<file path="config.mk">
export PLATFORM = sky130hd
export DESIGN_NAME = usb_burst_rw_seq_flat
export DESIGN_NICKNAME = d
export VERILOG_FILES = /design/src/rtl/usb_burst_rw_seq_if.sv /design/src/rtl/usb_burst_rw_seq.sv /design/src/flat_wrapper.sv
export SDC_FILE = /design/constraint.sdc
export NUM_CORES = 1
export LEC_CHECK = 0
export BUFFER_PORTS_ARGS = -buffer_cell sky130_fd_sc_hd__buf_2
export CAP_MARGIN = 20
export CORE_MARGIN = 2
export CORE_UTILIZATION = 53
export CTS_BUF_LIST = sky130_fd_sc_hd__clkbuf_2
export CTS_CLUSTER_SIZE = 16
export DETAILED_ROUTE_END_ITERATION = 12
export PLACE_DENSITY_LB_ADDON = 0.05
export REMOVE_ABC_BUFFERS = 1
export SETUP_SLACK_MARGIN = 0.15
export SKIP_CTS_REPAIR_TIMING = 1
export SLEW_MARGIN = 20
export SYNTH_ARGS = -nofsm -noshare
export SYNTH_HDL_FRONTEND = slang
export SYNTH_SLANG_ARGS = --single-unit
</file>
<file path="constraint.sdc">
create_clock -name clk -period 2.65 [get_ports clk]
set_input_delay 0 -clock clk [delete_from_list [all_inputs] [get_ports clk]]
set_output_delay 0 -clock clk [all_outputs]
set_load 0.03 [all_outputs]
</file>
<file path="src/rtl/usb_burst_rw_seq_if.sv">
// Request/response bundle between the host task layer, the burst
// sequencer and the USB protocol handler.
interface usb_burst_rw_seq_if #(
    parameter int DATA_W    = 64,
    parameter int ADDR_W    = 16,
    parameter int MAX_PAGES = 4
) ();
    localparam int CNT_W = $clog2(MAX_PAGES + 1);

    // host request side
    logic              start;
    logic              is_read;
    logic [ADDR_W-1:0] mem_page;
    logic [CNT_W-1:0]  num_pages;
    logic              abort;
    logic [DATA_W-1:0] wr_data;
    logic              wr_valid;
    logic              wr_ready;
    logic [DATA_W-1:0] rd_data;
    logic              rd_valid;
    logic              busy;
    logic              done;
    logic              success;
    logic [CNT_W-1:0]  pages_done;

    // protocol handler side
    logic              txn_req;
    logic              txn_in;
    logic [6:0]        txn_addr;
    logic [3:0]        txn_endp;
    logic [DATA_W-1:0] txn_out_data;
    logic              txn_ack;
    logic              txn_ok;
    logic [DATA_W-1:0] txn_in_data;

    // environment: host task layer plus protocol handler
    modport master (
        output start, is_read, mem_page, num_pages, abort, wr_data, wr_valid,
               txn_ack, txn_ok, txn_in_data,
        input  wr_ready, rd_data, rd_valid, busy, done, success, pages_done,
               txn_req, txn_in, txn_addr, txn_endp, txn_out_data
    );

    // the burst sequencer
    modport slave (
        input  start, is_read, mem_page, num_pages, abort, wr_data, wr_valid,
               txn_ack, txn_ok, txn_in_data,
        output wr_ready, rd_data, rd_valid, busy, done, success, pages_done,
               txn_req, txn_in, txn_addr, txn_endp, txn_out_data
    );
endinterface

</file>
<file path="src/rtl/usb_burst_rw_seq.sv">
// Burst read/write sequencer: one host request becomes a run of page
// transfers, each an address OUT followed by a data OUT or IN, with a
// bounded retry per protocol transaction and abort support.
module usb_burst_rw_seq #(
    parameter int DATA_W    = 64,
    parameter int ADDR_W    = 16,
    parameter int MAX_PAGES = 4,
    parameter int MAX_RETRY = 8,
    parameter int DEV_ADDR  = 5,
    parameter int ADDR_ENDP = 4,
    parameter int DATA_ENDP = 8
) (
    input logic             clk,
    input logic             rst_L,
    usb_burst_rw_seq_if.slave bus
);
    localparam int CNT_W = $clog2(MAX_PAGES + 1);
    localparam int RET_W = $clog2(MAX_RETRY + 1);

    localparam logic [CNT_W-1:0] MAX_PG   = CNT_W'(MAX_PAGES);
    // failures seen before the one that exhausts the budget
    localparam logic [RET_W-1:0] RET_LAST = RET_W'(MAX_RETRY - 1);

    localparam logic [2:0] S_IDLE      = 3'd0;
    localparam logic [2:0] S_ADDR_REQ  = 3'd1;
    localparam logic [2:0] S_ADDR_WAIT = 3'd2;
    localparam logic [2:0] S_WR_FETCH  = 3'd3;
    localparam logic [2:0] S_DATA_REQ  = 3'd4;
    localparam logic [2:0] S_DATA_WAIT = 3'd5;
    localparam logic [2:0] S_NEXT      = 3'd6;
    localparam logic [2:0] S_DONE      = 3'd7;

    logic [2:0]        state_q, state_d;
    logic              is_read_q, is_read_d;
    logic [ADDR_W-1:0] page_q, page_d;
    logic [CNT_W-1:0]  npages_q, npages_d;
    logic [CNT_W-1:0]  pages_done_q, pages_done_d;
    logic [RET_W-1:0]  retry_q, retry_d;
    logic              abort_q, abort_d;
    logic [DATA_W-1:0] wbuf_q, wbuf_d;
    logic              busy_q, busy_d;
    logic              done_q, done_d;
    logic              success_q, success_d;
    logic              txn_req_q, txn_req_d;
    logic              txn_in_q, txn_in_d;
    logic [6:0]        txn_addr_q, txn_addr_d;
    logic [3:0]        txn_endp_q, txn_endp_d;
    logic [DATA_W-1:0] txn_out_data_q, txn_out_data_d;
    logic [DATA_W-1:0] rd_data_q, rd_data_d;
    logic              rd_valid_q, rd_valid_d;
    logic              wr_ready_q, wr_ready_d;

    logic ack;
    assign ack = txn_req_q && bus.txn_ack;  // acks outside a request are ignored

    // Next-state and next-output logic for the burst FSM.
    always_comb begin
        state_d        = state_q;
        is_read_d      = is_read_q;
        page_d         = page_q;
        npages_d       = npages_q;
        pages_done_d   = pages_done_q;
        retry_d        = retry_q;
        abort_d        = abort_q;
        wbuf_d         = wbuf_q;
        busy_d         = busy_q;
        done_d         = 1'b0;
        success_d      = success_q;
        txn_req_d      = txn_req_q;
        txn_in_d       = txn_in_q;
        txn_addr_d     = txn_addr_q;
        txn_endp_d     = txn_endp_q;
        txn_out_data_d = txn_out_data_q;
        rd_data_d      = rd_data_q;
        rd_valid_d     = 1'b0;
        wr_ready_d     = wr_ready_q;

        case (state_q)
            S_IDLE: begin
                if (bus.start) begin
                    is_read_d    = bus.is_read;
                    page_d       = bus.mem_page;
                    npages_d     = bus.num_pages;
                    pages_done_d = '0;
                    retry_d      = '0;
                    abort_d      = 1'b0;
                    success_d    = 1'b0;
                    busy_d       = 1'b1;
                    if (bus.num_pages == '0) begin
                        state_d   = S_DONE;
                        done_d    = 1'b1;
                        success_d = 1'b1;
                    end else if (bus.num_pages > MAX_PG) begin
                        state_d = S_DONE;
                        done_d  = 1'b1;
                    end else begin
                        state_d = S_ADDR_REQ;
                    end
                end
            end

            S_ADDR_REQ: begin
                if (bus.abort) begin
                    state_d = S_DONE;
                    done_d  = 1'b1;
                end else begin
                    txn_req_d      = 1'b1;
                    txn_in_d       = 1'b0;
                    txn_addr_d     = 7'(DEV_ADDR);
                    txn_endp_d     = 4'(ADDR_ENDP);
                    txn_out_data_d = DATA_W'(page_q);
                    state_d        = S_ADDR_WAIT;
                end
            end

            S_ADDR_WAIT: begin
                if (bus.abort) abort_d = 1'b1;
                if (ack) begin
                    txn_req_d = 1'b0;
                    if (abort_q || bus.abort) begin
                        state_d = S_DONE;
                        done_d  = 1'b1;
                    end else if (bus.txn_ok) begin
                        retry_d    = '0;
                        state_d    = is_read_q ? S_DATA_REQ : S_WR_FETCH;
                        wr_ready_d = !is_read_q;
                    end else if (retry_q == RET_LAST) begin
                        state_d = S_DONE;
                        done_d  = 1'b1;
                    end else begin
                        retry_d = retry_q + 1'b1;
                        state_d = S_ADDR_REQ;
                    end
                end
            end

            S_WR_FETCH: begin
                if (bus.abort) begin
                    wr_ready_d = 1'b0;
                    state_d    = S_DONE;
                    done_d     = 1'b1;
                end else if (bus.wr_valid && wr_ready_q) begin
                    wbuf_d     = bus.wr_data;
                    wr_ready_d = 1'b0;
                    state_d    = S_DATA_REQ;
                end
            end

            S_DATA_REQ: begin
                if (bus.abort) begin
                    state_d = S_DONE;
                    done_d  = 1'b1;
                end else begin
                    txn_req_d      = 1'b1;
                    txn_in_d       = is_read_q;
                    txn_addr_d     = 7'(DEV_ADDR);
                    txn_endp_d     = 4'(DATA_ENDP);
                    txn_out_data_d = is_read_q ? '0 : wbuf_q;
                    state_d        = S_DATA_WAIT;
                end
            end

            S_DATA_WAIT: begin
                if (bus.abort) abort_d = 1'b1;
                if (ack) begin
                    txn_req_d = 1'b0;
                    if (bus.txn_ok) begin
                        retry_d = '0;
                        // a completed read beat is delivered even when aborting
                        if (is_read_q) begin
                            rd_data_d  = bus.txn_in_data;
                            rd_valid_d = 1'b1;
                        end
                        if (abort_q || bus.abort) begin
                            state_d = S_DONE;
                            done_d  = 1'b1;
                        end else begin
                            state_d = S_NEXT;
                        end
                    end else if (abort_q || bus.abort || retry_q == RET_LAST) begin
                        state_d = S_DONE;
                        done_d  = 1'b1;
                    end else begin
                        retry_d = retry_q + 1'b1;
                        state_d = S_DATA_REQ;
                    end
                end
            end

            S_NEXT: begin
                pages_done_d = pages_done_q + 1'b1;
                page_d       = page_q + 1'b1;
                if (bus.abort) begin
                    state_d = S_DONE;
                    done_d  = 1'b1;
                end else if (pages_done_q + 1'b1 == npages_q) begin
                    state_d   = S_DONE;
                    done_d    = 1'b1;
                    success_d = 1'b1;
                end else begin
                    state_d = S_ADDR_REQ;
                end
            end

            S_DONE: begin
                busy_d  = 1'b0;
                abort_d = 1'b0;
                state_d = S_IDLE;
            end

            default: state_d = S_IDLE;
        endcase
    end

    // State and registered outputs; reset drops everything to idle at once.
    always_ff @(posedge clk or negedge rst_L) begin
        if (!rst_L) begin
            state_q        <= S_IDLE;
            is_read_q      <= 1'b0;
            page_q         <= '0;
            npages_q       <= '0;
            pages_done_q   <= '0;
            retry_q        <= '0;
            abort_q        <= 1'b0;
            wbuf_q         <= '0;
            busy_q         <= 1'b0;
            done_q         <= 1'b0;
            success_q      <= 1'b0;
            txn_req_q      <= 1'b0;
            txn_in_q       <= 1'b0;
            txn_addr_q     <= '0;
            txn_endp_q     <= '0;
            txn_out_data_q <= '0;
            rd_data_q      <= '0;
            rd_valid_q     <= 1'b0;
            wr_ready_q     <= 1'b0;
        end else begin
            state_q        <= state_d;
            is_read_q      <= is_read_d;
            page_q         <= page_d;
            npages_q       <= npages_d;
            pages_done_q   <= pages_done_d;
            retry_q        <= retry_d;
            abort_q        <= abort_d;
            wbuf_q         <= wbuf_d;
            busy_q         <= busy_d;
            done_q         <= done_d;
            success_q      <= success_d;
            txn_req_q      <= txn_req_d;
            txn_in_q       <= txn_in_d;
            txn_addr_q     <= txn_addr_d;
            txn_endp_q     <= txn_endp_d;
            txn_out_data_q <= txn_out_data_d;
            rd_data_q      <= rd_data_d;
            rd_valid_q     <= rd_valid_d;
            wr_ready_q     <= wr_ready_d;
        end
    end

    assign bus.busy         = busy_q;
    assign bus.done         = done_q;
    assign bus.success      = success_q;
    assign bus.pages_done   = pages_done_q;
    assign bus.txn_req      = txn_req_q;
    assign bus.txn_in       = txn_in_q;
    assign bus.txn_addr     = txn_addr_q;
    assign bus.txn_endp     = txn_endp_q;
    assign bus.txn_out_data = txn_out_data_q;
    assign bus.rd_data      = rd_data_q;
    assign bus.rd_valid     = rd_valid_q;
    assign bus.wr_ready     = wr_ready_q;
endmodule

</file>
<file path="src/flat_wrapper.sv">
// flat-port wrapper written by rule: the top's interface ports become plain ports
module usb_burst_rw_seq_flat 
#(
    parameter int DATA_W    = 64,
    parameter int ADDR_W    = 16,
    parameter int MAX_PAGES = 4,
    parameter int MAX_RETRY = 8,
    parameter int DEV_ADDR  = 5,
    parameter int ADDR_ENDP = 4,
    parameter int DATA_ENDP = 8
)
  (clk, rst_L, bus_start, bus_is_read, bus_mem_page, bus_num_pages, bus_abort, bus_wr_data, bus_wr_valid, bus_txn_ack, bus_txn_ok, bus_txn_in_data, bus_wr_ready, bus_rd_data, bus_rd_valid, bus_busy, bus_done, bus_success, bus_pages_done, bus_txn_req, bus_txn_in, bus_txn_addr, bus_txn_endp, bus_txn_out_data);
  usb_burst_rw_seq_if #(.DATA_W(DATA_W), .ADDR_W(ADDR_W), .MAX_PAGES(MAX_PAGES)) bus_i ();
  input logic clk;
  input logic rst_L;
  input wire logic [$bits(bus_i.start)-1:0] bus_start;
  input wire logic [$bits(bus_i.is_read)-1:0] bus_is_read;
  input wire logic [$bits(bus_i.mem_page)-1:0] bus_mem_page;
  input wire logic [$bits(bus_i.num_pages)-1:0] bus_num_pages;
  input wire logic [$bits(bus_i.abort)-1:0] bus_abort;
  input wire logic [$bits(bus_i.wr_data)-1:0] bus_wr_data;
  input wire logic [$bits(bus_i.wr_valid)-1:0] bus_wr_valid;
  input wire logic [$bits(bus_i.txn_ack)-1:0] bus_txn_ack;
  input wire logic [$bits(bus_i.txn_ok)-1:0] bus_txn_ok;
  input wire logic [$bits(bus_i.txn_in_data)-1:0] bus_txn_in_data;
  output wire logic [$bits(bus_i.wr_ready)-1:0] bus_wr_ready;
  output wire logic [$bits(bus_i.rd_data)-1:0] bus_rd_data;
  output wire logic [$bits(bus_i.rd_valid)-1:0] bus_rd_valid;
  output wire logic [$bits(bus_i.busy)-1:0] bus_busy;
  output wire logic [$bits(bus_i.done)-1:0] bus_done;
  output wire logic [$bits(bus_i.success)-1:0] bus_success;
  output wire logic [$bits(bus_i.pages_done)-1:0] bus_pages_done;
  output wire logic [$bits(bus_i.txn_req)-1:0] bus_txn_req;
  output wire logic [$bits(bus_i.txn_in)-1:0] bus_txn_in;
  output wire logic [$bits(bus_i.txn_addr)-1:0] bus_txn_addr;
  output wire logic [$bits(bus_i.txn_endp)-1:0] bus_txn_endp;
  output wire logic [$bits(bus_i.txn_out_data)-1:0] bus_txn_out_data;
  assign bus_i.start = bus_start;
  assign bus_i.is_read = bus_is_read;
  assign bus_i.mem_page = bus_mem_page;
  assign bus_i.num_pages = bus_num_pages;
  assign bus_i.abort = bus_abort;
  assign bus_i.wr_data = bus_wr_data;
  assign bus_i.wr_valid = bus_wr_valid;
  assign bus_i.txn_ack = bus_txn_ack;
  assign bus_i.txn_ok = bus_txn_ok;
  assign bus_i.txn_in_data = bus_txn_in_data;
  assign bus_wr_ready = bus_i.wr_ready;
  assign bus_rd_data = bus_i.rd_data;
  assign bus_rd_valid = bus_i.rd_valid;
  assign bus_busy = bus_i.busy;
  assign bus_done = bus_i.done;
  assign bus_success = bus_i.success;
  assign bus_pages_done = bus_i.pages_done;
  assign bus_txn_req = bus_i.txn_req;
  assign bus_txn_in = bus_i.txn_in;
  assign bus_txn_addr = bus_i.txn_addr;
  assign bus_txn_endp = bus_i.txn_endp;
  assign bus_txn_out_data = bus_i.txn_out_data;
  usb_burst_rw_seq #(.DATA_W(DATA_W), .ADDR_W(ADDR_W), .MAX_PAGES(MAX_PAGES), .MAX_RETRY(MAX_RETRY), .DEV_ADDR(DEV_ADDR), .ADDR_ENDP(ADDR_ENDP), .DATA_ENDP(DATA_ENDP)) u_core (.clk(clk), .rst_L(rst_L), .bus(bus_i));
endmodule
</file>
==> results of run 1 <==
==> logic make-up after synthesis <==
family | count (synthesis) | share of synthesized area (%)
adder cells (fa/ha/maj) | 6 | 0.787
multiplexers | 131 | 15.4
buffers and inverters | 76 | 3.91
XOR/XNOR | 4 | 0.525
AND/OR/NAND/NOR | 119 | 6.27
AO/OA/AOI/OAI | 138 | 11.9
flip-flops | 233 | 61.2
other | 1 | 0.0393
==> synth_stat cells, types with 6 or more instances <==
cell	number	share of area (%)
a22o_1	49	4.5
a222oi_1	16	1.7
clkbuf_1	13	0.51
nor2_1	29	1.1
nand3_1	11	0.58
mux2_2	129	15
buf_4	16	1.3
dfrtp_1	233	61
ha_1	6	0.79
a311oi_1	6	0.55
buf_2	16	0.84
a21oi_1	12	0.63
inv_1	25	0.98
a211oi_1	6	0.47
o21ai_0	13	0.68
nor3_1	6	0.32
nand2_1	36	1.4
==> metrics by stage <==
stage	instance area (um^2)	hold slack [ns]
floorplan	9280	-0.296
global placement	11300	0.0563
detailed placement	11300	0.0688
CTS	11800	-0.876
==> results.ini, run 1 <==
[logic_synthesis]
synth-seq-cells=233
ys_warn_count=0
number_of_instances_in_the_synthesized_netlist=708
synth_async_sr_flop_share_pct=100
synthesis.area_mm2=0.00953
synth_cell_types=61
syn-mean-instance-area_um2=13.5
synth.yosys.seq_area_share_pct=61.2
ys_dominant_reg_cell=dfrtp_1
number_of_flops_mapped_to_enable_cells_by_yosys=0

[floorplanning]
start_util_pct=53.6
io_pins=304
std_cell_rows=49
die_w_um=138
die_h_um=138

[global_route]
largest_net_degree_at_the_start_of_global_routing=95

[clocking]
clockBufferDepth=3
cts.htree.levels=2
cts-root-buf=clkbuf_2
tritoncts.num_buffers=57
cts_num_sinks=233

[place]
io_buffers=296
gp_congestion=0.890
placedCellCount=1205
hpwlAfterDp_um=16700
placement.setup.worst_slack_ns=0.496

[status]
stop_stage=global routing
run.stop_error=[ERROR RSZ-0060] Max buffer count reached.
run_status=stopped before the end

==> inputs of run 2 (changes only) <==
CORE_UTILIZATION = 40   (was 53)
CTS_BUF_LIST = unset   (was sky130_fd_sc_hd__clkbuf_2)
CTS_CLUSTER_SIZE = unset   (was 16)
PLACE_DENSITY_LB_ADDON = 0.15   (was 0.05)
SETUP_SLACK_MARGIN = unset   (was 0.15)
==> run 2 against run 1 <==
- the run now ends clean
- synthesized cell count did not move
- synthesized area did not move
==> results.ini, run 2 <==
[global_route]
initial_antenna_violation_count=0
first_global_vias=6822
grt_pass1_wl_um=37100
largest_net_degree_at_the_start_of_global_routing=91
grt-ovfl-total=0
grt_use_total_pct=18.6

[min_path]
worst_hold_path_type=input pin to register
worst_hold_path.num_cells=3
min-delay-start=bus_abort

[logic_synthesis]
post_synth_main_area_contributors=dfrtp_1 61%, mux2_2 15%, a22o_1 4.5%
synthesis.area_mm2=0.00953  ; unchanged
synth_async_sr_flop_share_pct=100  ; unchanged
number_of_flops_mapped_to_enable_cells_by_yosys=0  ; unchanged
synth_compound_area_share_pct=11.9  ; unchanged
post-synth-top-count-cell=dfrtp_1
synth.mux.area_fraction_pct=15.4  ; unchanged
synth_cell_types=61  ; unchanged
ys_dominant_reg_cell=dfrtp_1
synth-simple-area-share_pct=6.27  ; unchanged
synth-seq-cells=233  ; unchanged
ys_warn_count=0  ; unchanged
post_synth_most_frequent_cells=233 x dfrtp_1, 129 x mux2_2, 49 x a22o_1, 36 x nand2_1, 29 x nor2_1
yosysTopAreaCell=dfrtp_1
syn-mean-instance-area_um2=13.5  ; unchanged
synth_adder_area_share_pct=0.788  ; unchanged
dominant_combinational_cell_family_by_area_after_synthesis=multiplexers
number_of_instances_in_the_synthesized_netlist=708  ; unchanged
yosysTopAreaCellShare_pct=61.2  ; unchanged
synth_xor_xnor_area_share_pct=0.525  ; unchanged
synth.yosys.seq_area_share_pct=61.2  ; unchanged

[setup_path]
worst_reg_to_reg_setup_slack_ns=0.56
worst-r2r-cell-count=7
crit-reg2reg-capture=u_core.retry_q[3]
last_element_of_the_critical_path=u_core.retry_q[3]
crit_path_start_kind=register
worstReg2RegStart=u_core.state_q[2]
timing.critical_path.to_type=register
arrival_time_of_data_at_the_critical_path_endpoint_ns=2.49
worst_ep_required_time_ns=3.06
worstSetupStartpoint=u_core.state_q[2]
critical_path_fanout_max=9
setup.worst_path.class=register to register

[sta]
rsz0062_at_grt=false
final_critical_path_setup_slack_ns=0.561
final_period_minus_worst_setup_slack_ns=2.09
slew_violations=0
setup-violations-final=0
period_utilisation_layout_pct=78.8
fin_tns_setup_ns=0
transition_time_at_the_pin_with_the_least_slew_margin_ns=0.818
slew_headroom_pct=45.5
hold_violations=0
timing.clock.skew_ns=0.00991
clock.fmax_mhz=479

[pwr]
share_comb_of_total_power_pct=34.4
power.share.switching_pct=36.4
total_switching_power_mw=5.00
power_density_mw_per_mm2=997
power.internal_mw=8.75
power.share.clock_pct=26.8
power_frac_seq_pct=38.8
total_leakage_power_nw=7.10
irDropWorstVdd_uv=680

[layout]
layout_commonest_cell=buf_2
nNetsFinal=1317
syn2layout_area_growth_pct=44.6
number_of_fill_cells_in_the_layout=1970
stdcell_count=1491
drive_above_1_share_pct=42.1
antenna_diode_count=0
final_core_util_pct=58.9
most-common-layout-cells=295 x buf_2, 233 x dfrtp_1, 152 x dlygate4sd3_1, 129 x mux2_2, 49 x a22o_1

[floorplanning]
io_pins=304  ; unchanged
start_util_pct=40.7  ; -13 points
std_cell_rows=56  ; +14%
die_w_um=158  ; +15%
fp.coreArea_mm2=0.0234
floorplan.die_area_mm2=0.0251
die_h_um=158  ; +15%

[place]
placedCellCount=1295  ; +7.5%
placement.setup.worst_slack_ns=0.587  ; +0.0914 ns
io_buffers=296  ; unchanged
hpwlAfterDp_um=16600  ; -0.85%
gp_congestion=0.812  ; -8.8%

[clocking]
clock_insertion_delay_worst_skew_ns=0.52
tritoncts.num_buffers=26  ; -54%
clockBufferDepth=3  ; unchanged
cts-root-buf=clkbuf_16
clock_tree_from_tritoncts=built
clock_pin_slew_reported_for_the_worst_setup_and_hold_paths_after_clock_tree_synthesis_ns=0.06
cts.htree.levels=1  ; -1
cts_num_sinks=233  ; unchanged

[routing]
drt_iter0_markers=547
avgViaCountPerCell=5.02
via_count=7478
number_of_remaining_drc_errors=0
drt-wirelength-per-cell_um=17.4
drt_wl_total_um=25900
ant_nets=0
drt_pre_antenna_iters=6

[status]
run_status=complete, no violations

[flow_run]
drv_cap=0

[run 2: cell counts after synthesis]
Identical to the previous run, type by type.
[run 2: metrics by stage]
| stage | cell area (um^2) | hold slack [ns] | total power, mW |
|---|---|---|---|
| after global routing | 13800 | 0.0679 | 14.6 |
| after CTS | 12300 | -0.464 | 13.7 |
| after floorplan | 9280 | -0.296 | 8.34 |
| after global placement | 11400 | 0.0862 | 9.84 |
| after detailed placement | 11400 | 0.0841 | 9.94 |
| final | 13800 | 0.0425 | 13.7 |
[run 2: worst max-delay path, cell delays in order (launching register included)]
cell       delay, ns
dfrtp_1         0.38
clkinv_1        0.16
ha_1            0.22
or3b_1          0.35
o221a_2         0.27
a2111oi_4       0.35
o21ai_1         0.12
o2bb2ai_1       0.14
[run 2: metal layers]
| metal | global-route usage, % | wire length [um] | vias up |
|---|---|---|---|
| met3 | 3.40 | 1520 | 31 |
| met2 | 30.2 | 12700 | 223 |
| met5 | 0 | 0 | - |
| li1 | - | - | 3492 |
| met1 | 26.2 | 11300 | 3732 |
| met4 | 4.29 | 346 | 0 |
[run 2: worst min path at each step]
stage | slack (ns) | endpoint
4_1_cts | -0.46 | u_core.bus.pages_done[1]
3_5_place_dp | 0.08 | u_core.bus.txn_out_data[25]
3_3_place_gp | 0.09 | u_core.wbuf_q[25]
6_report | 0.04 | u_core.abort_q
2_1_floorplan | -0.30 | u_core.abort_q
5_1_grt | 0.07 | u_core.abort_q
[run 2: layout make-up]
type / instances / area, um^2 / area share (%)
Multi-Input combinational cell: 405 / 3380 / 24.5
Timing Repair Buffer: 464 / 3200 / 23.2
Sequential cell: 233 / 5830 / 42.3
Clock inverter: 2 / 60.1 / 0.436
Clock buffer: 42 / 822 / 5.96
Tap cell: 319 / 399 / 2.89
Inverter: 26 / 97.6 / 0.708
[run 2: kinds of logic after synthesis]
family | after synthesis
compound gates | 138
xor+xnor | 4
fa+ha+maj | 6
buf+inv | 76
flops | 233
mux | 131
other cells | 1
simple gates | 119
[run 2: power by group through the flow]
stage               Clock [mW]  Sequential [mW]  Combinational [mW]
finish                    3.68             5.34                4.73
CTS                       3.78             5.32                4.58
detailed placement           0             5.37                4.56
floorplan                    0             6.44                1.90
global route              3.94             5.50                5.13
global placement             0             5.35                4.49
Power figures use the tool's default switching activity.
==> inputs of run 3 (changes only) <==
clock period = 2.15 ns   (was 2.65 ns; I/O delays follow)
==> run 3 against run 2 <==
- clock-buffer cell count shrank 2
- first-iteration DRC count down 3.1%
- non-clock buffer count increased by 14
- critical endpoint unchanged
- total power grew 26%
- clock power grew 30%
- critical path type unchanged
- via count grew 0.67%
- sequential power is 22% higher
- die area is the same
- fmax grew 1.2%
- largest cell class unchanged
==> results.ini, run 3 (synthesis results as in run 2) <==
[status]
run_status=complete, no violations

[routing]
highest_layer=met4
met2RoutedLength_um=12500  ; -1.9%
wl_met1_um=11500  ; +1.4%
drt_wl_total_um=25900  ; about the same
drt_pre_antenna_iters=6  ; unchanged
number_of_remaining_drc_errors=0  ; unchanged
drt_iter0_markers=530  ; -3.1%
met3RoutedLength_um=1450  ; -4.7%
drt-wirelength-per-cell_um=17.1  ; -1.3%
via_count=7528  ; +0.67%
ant_nets=0  ; unchanged
avgViaCountPerCell=4.99  ; -0.60%

[layout]
syn2layout_area_growth_pct=46.8
number_of_fill_cells_in_the_layout=1955  ; -0.76%
regArea_mm2=0.00583  ; unchanged
layout_commonest_cell=buf_2
multiInputGateArea_mm2=0.00338  ; about the same
final_core_util_pct=59.8  ; +0.90 points
antenna_diode_count=0  ; unchanged
drive_above_1_share_pct=43.1  ; +1.0 points
most-common-layout-cells=295 x buf_2, 233 x dfrtp_1, 153 x dlygate4sd3_1, 129 x mux2_2, 49 x a22o_1
final_cell_area_mm2=0.0140  ; +1.5%
nNetsFinal=1332  ; +1.1%

[pwr]
power_density_mw_per_mm2=1240  ; +24%
total_leakage_power_nw=7.22  ; +1.6%
irDropWorstVdd_uv=702  ; +3.1%

[place]
gp_congestion=0.811  ; -0.12%
postPlaceCellArea_mm2=0.0115  ; +1.2%
hpwlAfterDp_um=16700  ; +0.49%
io_buffers=296  ; unchanged

[setup_path]
worstReg2RegStart=u_core.state_q[0]
crit_path_start_kind=register
worstPathBufferInverterCount=1  ; unchanged
worst_ep_required_time_ns=2.56  ; -0.50 ns
critical_path_fanout_max=6  ; -3
setup.worst_path.class=register to register
worst_reg_to_reg_setup_slack_ns=0.09  ; -0.48 ns
timing.critical_path.to_type=register
worst-r2r-cell-count=7  ; unchanged
crit_path_top_delay_cell=dfrtp_1
cp_cell_sequence=inv_1 > ha_2 > or3b_1 > o221a_2 > a2111oi_4 > o21ai_1 > o2bb2ai_1
slowest_stage_delay_on_critical_path_ns=0.41  ; +0.03 ns
arrival_time_of_data_at_the_critical_path_endpoint_ns=2.48  ; about the same
crit-reg2reg-capture=u_core.retry_q[3]
path_delay_family=compound AO/OA/AOI/OAI gates

[global_route]
grt-ovfl-total=0  ; unchanged
initial_antenna_violation_count=0  ; unchanged
grt_pass1_wl_um=36500  ; -1.7%
grt_use_total_pct=18.4  ; -0.21 points
first_global_vias=6636  ; -2.7%
largest_net_degree_at_the_start_of_global_routing=77  ; -15%

[clocking]
clock_tree_from_tritoncts=built
clock_pin_slew_reported_for_the_worst_setup_and_hold_paths_after_clock_tree_synthesis_ns=0.06  ; about the same
cts.htree.levels=1  ; unchanged
cts_num_sinks=233  ; unchanged
clock_insertion_delay_worst_skew_ns=0.54  ; +0.02 ns
cts-root-buf=clkbuf_16
tritoncts.num_buffers=27  ; +3.8%
clockBufferDepth=3  ; unchanged

[sta]
slew_headroom_pct=57.5  ; +12 points
final_period_minus_worst_setup_slack_ns=2.06  ; -0.0243 ns
setup-violations-final=0  ; unchanged
transition_time_at_the_pin_with_the_least_slew_margin_ns=0.638  ; -0.180 ns
hold_violations=0  ; unchanged
holdWs_ns=0.00960  ; -0.0329 ns
clock.fmax_mhz=484  ; +1.2%
timing.clock.skew_ns=0.0205  ; +0.0105 ns
period_utilisation_layout_pct=96.0  ; +17 points
slew_violations=0  ; unchanged

[floorplanning]
floorplan.die_area_mm2=0.0251  ; unchanged
die_h_um=158  ; unchanged
io_pins=304  ; unchanged
start_util_pct=40.7  ; unchanged
std_cell_rows=56  ; unchanged
fp.coreArea_mm2=0.0234  ; unchanged
die_w_um=158  ; unchanged

[flow_run]
drv_cap=0  ; unchanged

[min_path]
worst_hold_path_type=input pin to asynchronous set/reset pin

run 3: cell count changes in the layout (fill, tap and decap cells not counted):
cell / before / now
clkinv_2: 0 / 4
ha_2: 0 / 1
buf_12: 5 / 8
bufinv_16: 2 / 3
clkbuf_1: 6 / 5
ha_1: 6 / 5
inv_16: 0 / 1
inv_8: 0 / 1
buf_4: 11 / 21
clkbuf_8: 9 / 8
dlygate4sd3_1: 152 / 153
run 3: where the power goes:
| part | internal (mW) | switching [mW] | total, mW |
|---|---|---|---|
| logic | 2.42 | 3.63 | 6.05 |
| registers | 5.68 | 0.834 | 6.52 |
| clock network | 2.96 | 1.84 | 4.80 |
| total | 11.1 | 6.30 | 17.4 |
run 3: final cells by class:
class	count	share of cell area, %
tap	319	2.85
clock inverter	9	1.01
timing repair buffer	478	23.9
inverter	26	0.697
sequential	233	41.7
clock buffer	40	5.75
multi-input combinational	405	24.2
run 3: worst max-delay path by stage:
| stage | end | from | slack, ns | cells after the start |
|---|---|---|---|---|
| after global routing | u_core.retry_q[2] | u_core.state_q[0] | -0.02 | 7 |
| final | u_core.retry_q[3] | u_core.state_q[0] | 0.09 | 7 |
| after detailed placement | u_core.retry_q[3] | u_core.state_q[0] | 0.15 | 7 |
| after floorplan | u_core.bus.rd_data[0] | u_core.state_q[0] | -2.06 | 3 |
| after global placement | u_core.retry_q[2] | u_core.state_q[0] | 0.17 | 7 |
| after CTS | u_core.retry_q[3] | u_core.state_q[0] | 0.11 | 7 |
run 3: worst register-to-register path, delay by kind of cell, from the launching register on:
family,cells,cell delay (ns)
AOI/OAI and AO/OA,4,0.88
DFF,1,0.41
and+or+nand+nor,1,0.35
adders and majority gates,1,0.19
buffers and inverters,1,0.11
run 3: metal layers:
layer / vias to the layer above / GRT usage [%]
met2: 235 / 29.2
met4: 0 / 5.23
met1: 3742 / 25.9
li1: 3518 / -
met5: - / 0
met3: 33 / 3.54
run 3: stage by stage:
step                instances  setup WS [ns]  total power, mW  TNS (ns)
floorplan                 664          -2.06             10.3   -260.61
global placement         1308          0.171             12.3         0
detailed placement       1308          0.149             12.4         0
CTS                      1357          0.110             17.3         0
global route             1510        -0.0180             18.4   -0.0281
finish                   1510         0.0856             17.4         0
